[src/rtl/sram_mem_controller.sv]
// Sequences one 32-bit pipeline load/store as two 16-bit SRAM half-word accesses
// (low half first), holding ready low until the access completes.
module sram_mem_controller #(
    parameter int          PHASE_CYCLES = 2,
    parameter logic [31:0] ADDR_BASE    = 32'd1024
) (
    input  logic        clk,
    input  logic        rst,
    input  logic        rd_en,
    input  logic        wr_en,
    input  logic [31:0] address,
    input  logic [31:0] write_data,
    output logic [31:0] read_data,
    output logic        ready,
    output logic [17:0] sram_addr,
    output logic [15:0] sram_dq_out,
    output logic        sram_dq_oe,
    input  logic [15:0] sram_dq_in,
    output logic        sram_we_n,
    output logic        sram_oe_n,
    output logic        sram_ce_n,
    output logic        sram_ub_n,
    output logic        sram_lb_n
);

    localparam logic [1:0] S_IDLE = 2'd0;
    localparam logic [1:0] S_LO   = 2'd1;
    localparam logic [1:0] S_HI   = 2'd2;
    localparam logic [1:0] S_DONE = 2'd3;

    localparam logic [3:0] LAST_CNT = 4'(PHASE_CYCLES - 1);

    logic [1:0]  state_q, state_d;
    logic [3:0]  cnt_q, cnt_d;
    logic        op_wr_q, op_wr_d;
    logic [16:0] word_q, word_d;
    logic [31:0] data_q, data_d;
    logic [31:0] read_data_q, read_data_d;

    logic hi_phase;
    logic last_cyc;

    assign hi_phase  = (state_q == S_HI);
    assign last_cyc  = (cnt_q == LAST_CNT);
    assign read_data = read_data_q;

    always_comb begin
        state_d     = state_q;
        cnt_d       = cnt_q;
        op_wr_d     = op_wr_q;
        word_d      = word_q;
        data_d      = data_q;
        read_data_d = read_data_q;
        case (state_q)
            S_IDLE: begin
                // A simultaneous read+write is treated as a write.
                if (rd_en || wr_en) begin
                    op_wr_d = wr_en;
                    word_d  = 17'((address - ADDR_BASE) >> 2);
                    data_d  = write_data;
                    cnt_d   = 4'd0;
                    state_d = S_LO;
                end
            end
            S_LO, S_HI: begin
                if (last_cyc) begin
                    cnt_d   = 4'd0;
                    state_d = hi_phase ? S_DONE : S_HI;
                    if (!op_wr_q) begin
                        if (hi_phase) read_data_d[31:16] = sram_dq_in;
                        else          read_data_d[15:0]  = sram_dq_in;
                    end
                end else begin
                    cnt_d = cnt_q + 4'd1;
                end
            end
            default: state_d = S_IDLE;
        endcase
    end

    // SRAM pins decode from registered state only, so addr/dq are stable for a
    // whole phase and we_n rises one cycle before they can change.
    always_comb begin
        ready       = 1'b0;
        sram_addr   = 18'd0;
        sram_dq_out = 16'd0;
        sram_dq_oe  = 1'b0;
        sram_we_n   = 1'b1;
        sram_oe_n   = 1'b1;
        sram_ce_n   = 1'b1;
        sram_ub_n   = 1'b1;
        sram_lb_n   = 1'b1;
        case (state_q)
            S_IDLE: ready = ~(rd_en | wr_en);
            S_DONE: ready = 1'b1;
            default: begin
                sram_addr = {word_q, hi_phase};
                sram_ce_n = 1'b0;
                sram_ub_n = 1'b0;
                sram_lb_n = 1'b0;
                if (op_wr_q) begin
                    sram_dq_oe  = 1'b1;
                    sram_dq_out = hi_phase ? data_q[31:16] : data_q[15:0];
                    sram_we_n   = last_cyc;
                end else begin
                    sram_oe_n = 1'b0;
                end
            end
        endcase
    end

    always_ff @(posedge clk or negedge rst) begin
        if (!rst) begin
            state_q     <= S_IDLE;
            cnt_q       <= 4'd0;
            op_wr_q     <= 1'b0;
            word_q      <= 17'd0;
            data_q      <= 32'd0;
            read_data_q <= 32'd0;
        end else begin
            state_q     <= state_d;
            cnt_q       <= cnt_d;
            op_wr_q     <= op_wr_d;
            word_q      <= word_d;
            data_q      <= data_d;
            read_data_q <= read_data_d;
        end
    end

endmodule

[config.mk]
export PLATFORM = sky130hd
export DESIGN_NAME = sram_mem_controller
export DESIGN_NICKNAME = d
export VERILOG_FILES = /design/src/rtl/sram_mem_controller.sv
export SDC_FILE = /design/constraint.sdc
export NUM_CORES = 1
export LEC_CHECK = 0
export CAP_MARGIN = 30
export CORE_MARGIN = 3
export CORE_UTILIZATION = 44
export CTS_CLUSTER_SIZE = 20
export DETAILED_ROUTE_END_ITERATION = 6
export PLACE_DENSITY = 0.81
export SLEW_MARGIN = 40
export SYNTH_ARGS = -nofsm -noshare
export SYNTH_HDL_FRONTEND = slang
export SYNTH_SLANG_ARGS = --single-unit
[constraint.sdc]
create_clock -name clk -period 2.4 [get_ports clk]
set_input_delay 0.24 -clock clk [delete_from_list [all_inputs] [get_ports clk]]
set_output_delay 0.24 -clock clk [all_outputs]
set_load 0.03 [all_outputs]
==> results of run 1 <==
[state kept, by name, summed over array words and instances, names as in the netlist]
signal / cells
data_q: 32
read_data: 32
word_q: 17
cnt_q: 4
state_q: 2
op_wr_q: 1
[layer usage]
layer	up-vias	share of wire, %	GRT usage, %
met5	-	0	0
li1	1561	-	-
met2	88	50	31.5
met1	1514	43	24.1
met4	0	1.7	6.63
met3	11	5.7	4.08
[layout by cell type (no fill, tap or decap), types with 3 or more instances in the layout]
| cell type | synthesis | routed |
|---|---|---|
| a31oi_1 | 5 | 5 |
| and2_1 | 17 | 17 |
| buf_12 | 0 | 4 |
| buf_4 | 2 | 25 |
| clkbuf_8 | 0 | 9 |
| clkdlybuf4s50_1 | 0 | 99 |
| clkinvlp_4 | 0 | 5 |
| dfrtp_1 | 88 | 88 |
| dlygate4sd2_1 | 0 | 22 |
| ha_1 | 6 | 6 |
| inv_1 | 7 | 7 |
| mux2_2 | 32 | 32 |
| mux2i_1 | 16 | 16 |
| nand2_1 | 128 | 127 |
| nand2b_1 | 4 | 4 |
| nand3_1 | 3 | 3 |
| nor2_1 | 23 | 23 |
| nor3b_1 | 3 | 3 |
| o21ai_0 | 10 | 10 |
| o22ai_1 | 3 | 3 |
| o31ai_1 | 3 | 3 |
[how the worst max path moves through the flow]
stage                     cells past startpoint  slack [ns]              end       start
after floorplan                               7        0.21    read_data[10]  state_q[1]
after global placement                        5        0.25        sram_we_n    cnt_q[1]
after detailed placement                      5        0.23        sram_we_n    cnt_q[1]
after CTS                                     7        0.04  sram_dq_out[10]  state_q[1]
after global routing                          6        0.04   sram_dq_out[1]  state_q[0]
final                                         5        0.14        sram_we_n    cnt_q[1]
[metrics by stage]
step	setup WS [ns]	instances	power [mW]	util, %	hold WS (ns)
final	0.141	643	8.31	66.8	0.410
after CTS	0.0416	643	8.38	66.7	0.394
after detailed placement	0.232	626	7.63	64.8	0.267
after global placement	0.255	626	7.50	64.8	0.259
after floorplan	0.214	391	5.66	-	-0.0556
after global routing	0.0366	643	8.86	66.8	0.405
[power by group through the flow]
stage	registers, mW	clock network (mW)	logic, mW
CTS	2.58	0.940	4.86
finish	2.58	0.913	4.82
global placement	2.56	0	4.94
floorplan	3.07	0	2.59
global route	2.68	0.999	5.18
detailed placement	2.61	0	5.02
[final cells by class]
type	instances	area, um^2
fillers	665	2810
flip-flops and latches	88	2200
multi-input cells	275	1650
repair buffers	152	1470
well taps	105	131
clock buffers	10	128
clock inverters	6	46.3
inverters	7	26.3
[worst register-to-register path, stage by stage, from the launching register on]
cell	delay (ns)
dfrtp_1	0.41
inv_1	0.09
ha_1	0.14
or3b_2	0.51
nor3_4	0.16
buf_4	0.22
mux2_2	0.35
[timing repair]
| action | 4_1_cts | 5_1_grt |
|---|---|---|
| gates resized for setup | 23 | 2 |
| pin swaps | 0 | 0 |
| endpoints found under the hold margin | 42 | 0 |
| hold buffers | 1 | 0 |
| endpoints found under the setup margin | 31 | 9 |
[logic make-up after synthesis]
logic type | count (synthesis) | synth area share [%]
adder cells (fa/ha/maj) | 6 | 1.90
AND/OR/NAND/NOR | 193 | 21.7
flip-flops | 88 | 55.7
XOR/XNOR | 2 | 0.443
AO/OA/AOI/OAI | 26 | 3.96
buffers and inverters | 28 | 3.13
multiplexers | 48 | 13.2
==> results_dict.tcl, run 1 <==
set metrics [dict create \
    fmax_mhz 443 \
    routedWlPerCell_um 14.6 \
    swShare_pct 45.5 \
    drt_iter0_drc 62 \
    dpl_cell_area_um2 5480 \
    outcome "completed" \
    gp_congestion 0.844 \
    drv_slew 0 \
    ant_nets 0 \
    die_x_um 101 \
    power.leakage_nw 2.65 \
    async_flop_share_pct 100 \
    crit_buf_inv 2 \
    drc 0 \
    hp-class "input port to flop" \
    r2r_slack_ns 0.40 \
    worstPathCellList "inv_1 > ha_1 > or3b_2 > nand3_1 > dlygate4sd2_1" \
    pwr-share-comb_pct 58.0 \
    clock_path_buffers 2 \
    synthesis.area_um2 3950 \
    power_frac_seq_pct 31.0 \
    ys_seq_elements 88 \
    rr_worst_depth 6 \
    r2r-start "cnt_q[1]" \
    post-route-period-util_pct 94.1 \
    post_cts_buffers 0 \
    synthFlopType "dfrtp_1" \
    avgSynthCellArea_um2 10.1 \
    grt_pass1_wl_mm 15.1 \
    routed_wl_mm 9.36 \
    setup_viol 0 \
    start_kind "flop" \
    cpPeakStageDelay_ns 0.51 \
    drtPass1Iterations 4 \
    crit_slowest_cell "or3b_2" \
    synth_top_area_cell "dfrtp_1" \
    cts_max_level 3 \
    ir_drop_mv 0.720 \
    hold_start "write_data[9]" \
    hold_path_depth 3 \
    critPathMaxFanout 3 \
    diodes 0 \
    viasPerCell 4.94 \
    grt_max_degree 47 \
    dp_hpwl_mm 6.86 \
    cap_violations 0 \
    num_vias 3174 \
    path_delay_family "simple AND/OR/NAND/NOR gates" \
    p_sw_mw 3.78 \
    power_density_nw_per_um2 1470 \
    setup_tns_ns 0 \
    cts_root_buf "clkbuf_8" \
    rsz0062_at_grt "no" \
    fin_nets 623 \
    core_um2 8460 \
    synth_edf_count 0 \
    clk_pin_slew_ns 0.10 \
    cp.arrival_ns 2.02 \
    clock_power_share_pct 11.0 \
    synth_cell_type_count 37 \
    die_area_um2 10200 \
    end_kind "output port" \
    ys_top_cells_by_count "nand2_1, dfrtp_1, mux2_2" \
    antenna_found_initial 0 \
    drive_above_1_share_pct 16.2 \
    synth_top_area_share_pct 55.7 \
    design_area_um2 5650 \
    tightest_slew_ns 0.586 \
    synthTopCellsByArea "dfrtp_1, nand2_1, mux2_2, mux2i_1, and2_1" \
    synth.most_common_cell "nand2_1" \
    clock_latency_ns 0.36 \
    start_util_pct 46.7 \
    hold_end "data_q[9]" \
    period_minus_slack_ns 2.26 \
    maxSlewHeadroom_pct 60.8 \
    cts_buffers 9 \
    io_buffers 141 \
    num_io_pins 157 \
    r2r-end "read_data[0]" \
    cts_tree "yes" \
    num_rows 33 \
    die_h_um 101 \
    crit_type "flop to output port" \
    grt_pass1_vias 3153 \
    cts_num_sinks 88 \
    finalHoldViolations 0 \
    intPower_mw 4.53 \
    gr-total-overflow 0 \
    grt_usage_pct 18.8 \
    yosysSeqAreaShare_pct 55.7 \
    synthCells 391 \
    ys_warn_count 0 \
    syn_nets 481 \
    cp.required_ns 2.16 \
    area_growth_pct 43.0 \
    clock_skew_ns 0.0116 \
]
(Power assumes the default switching activity.)
==> run 2: changes to the inputs <==
- SLEW_MARGIN: 40 -> unset
==> results of run 2 <==
Final layout, timing and power as in run 1 (identical DEF).
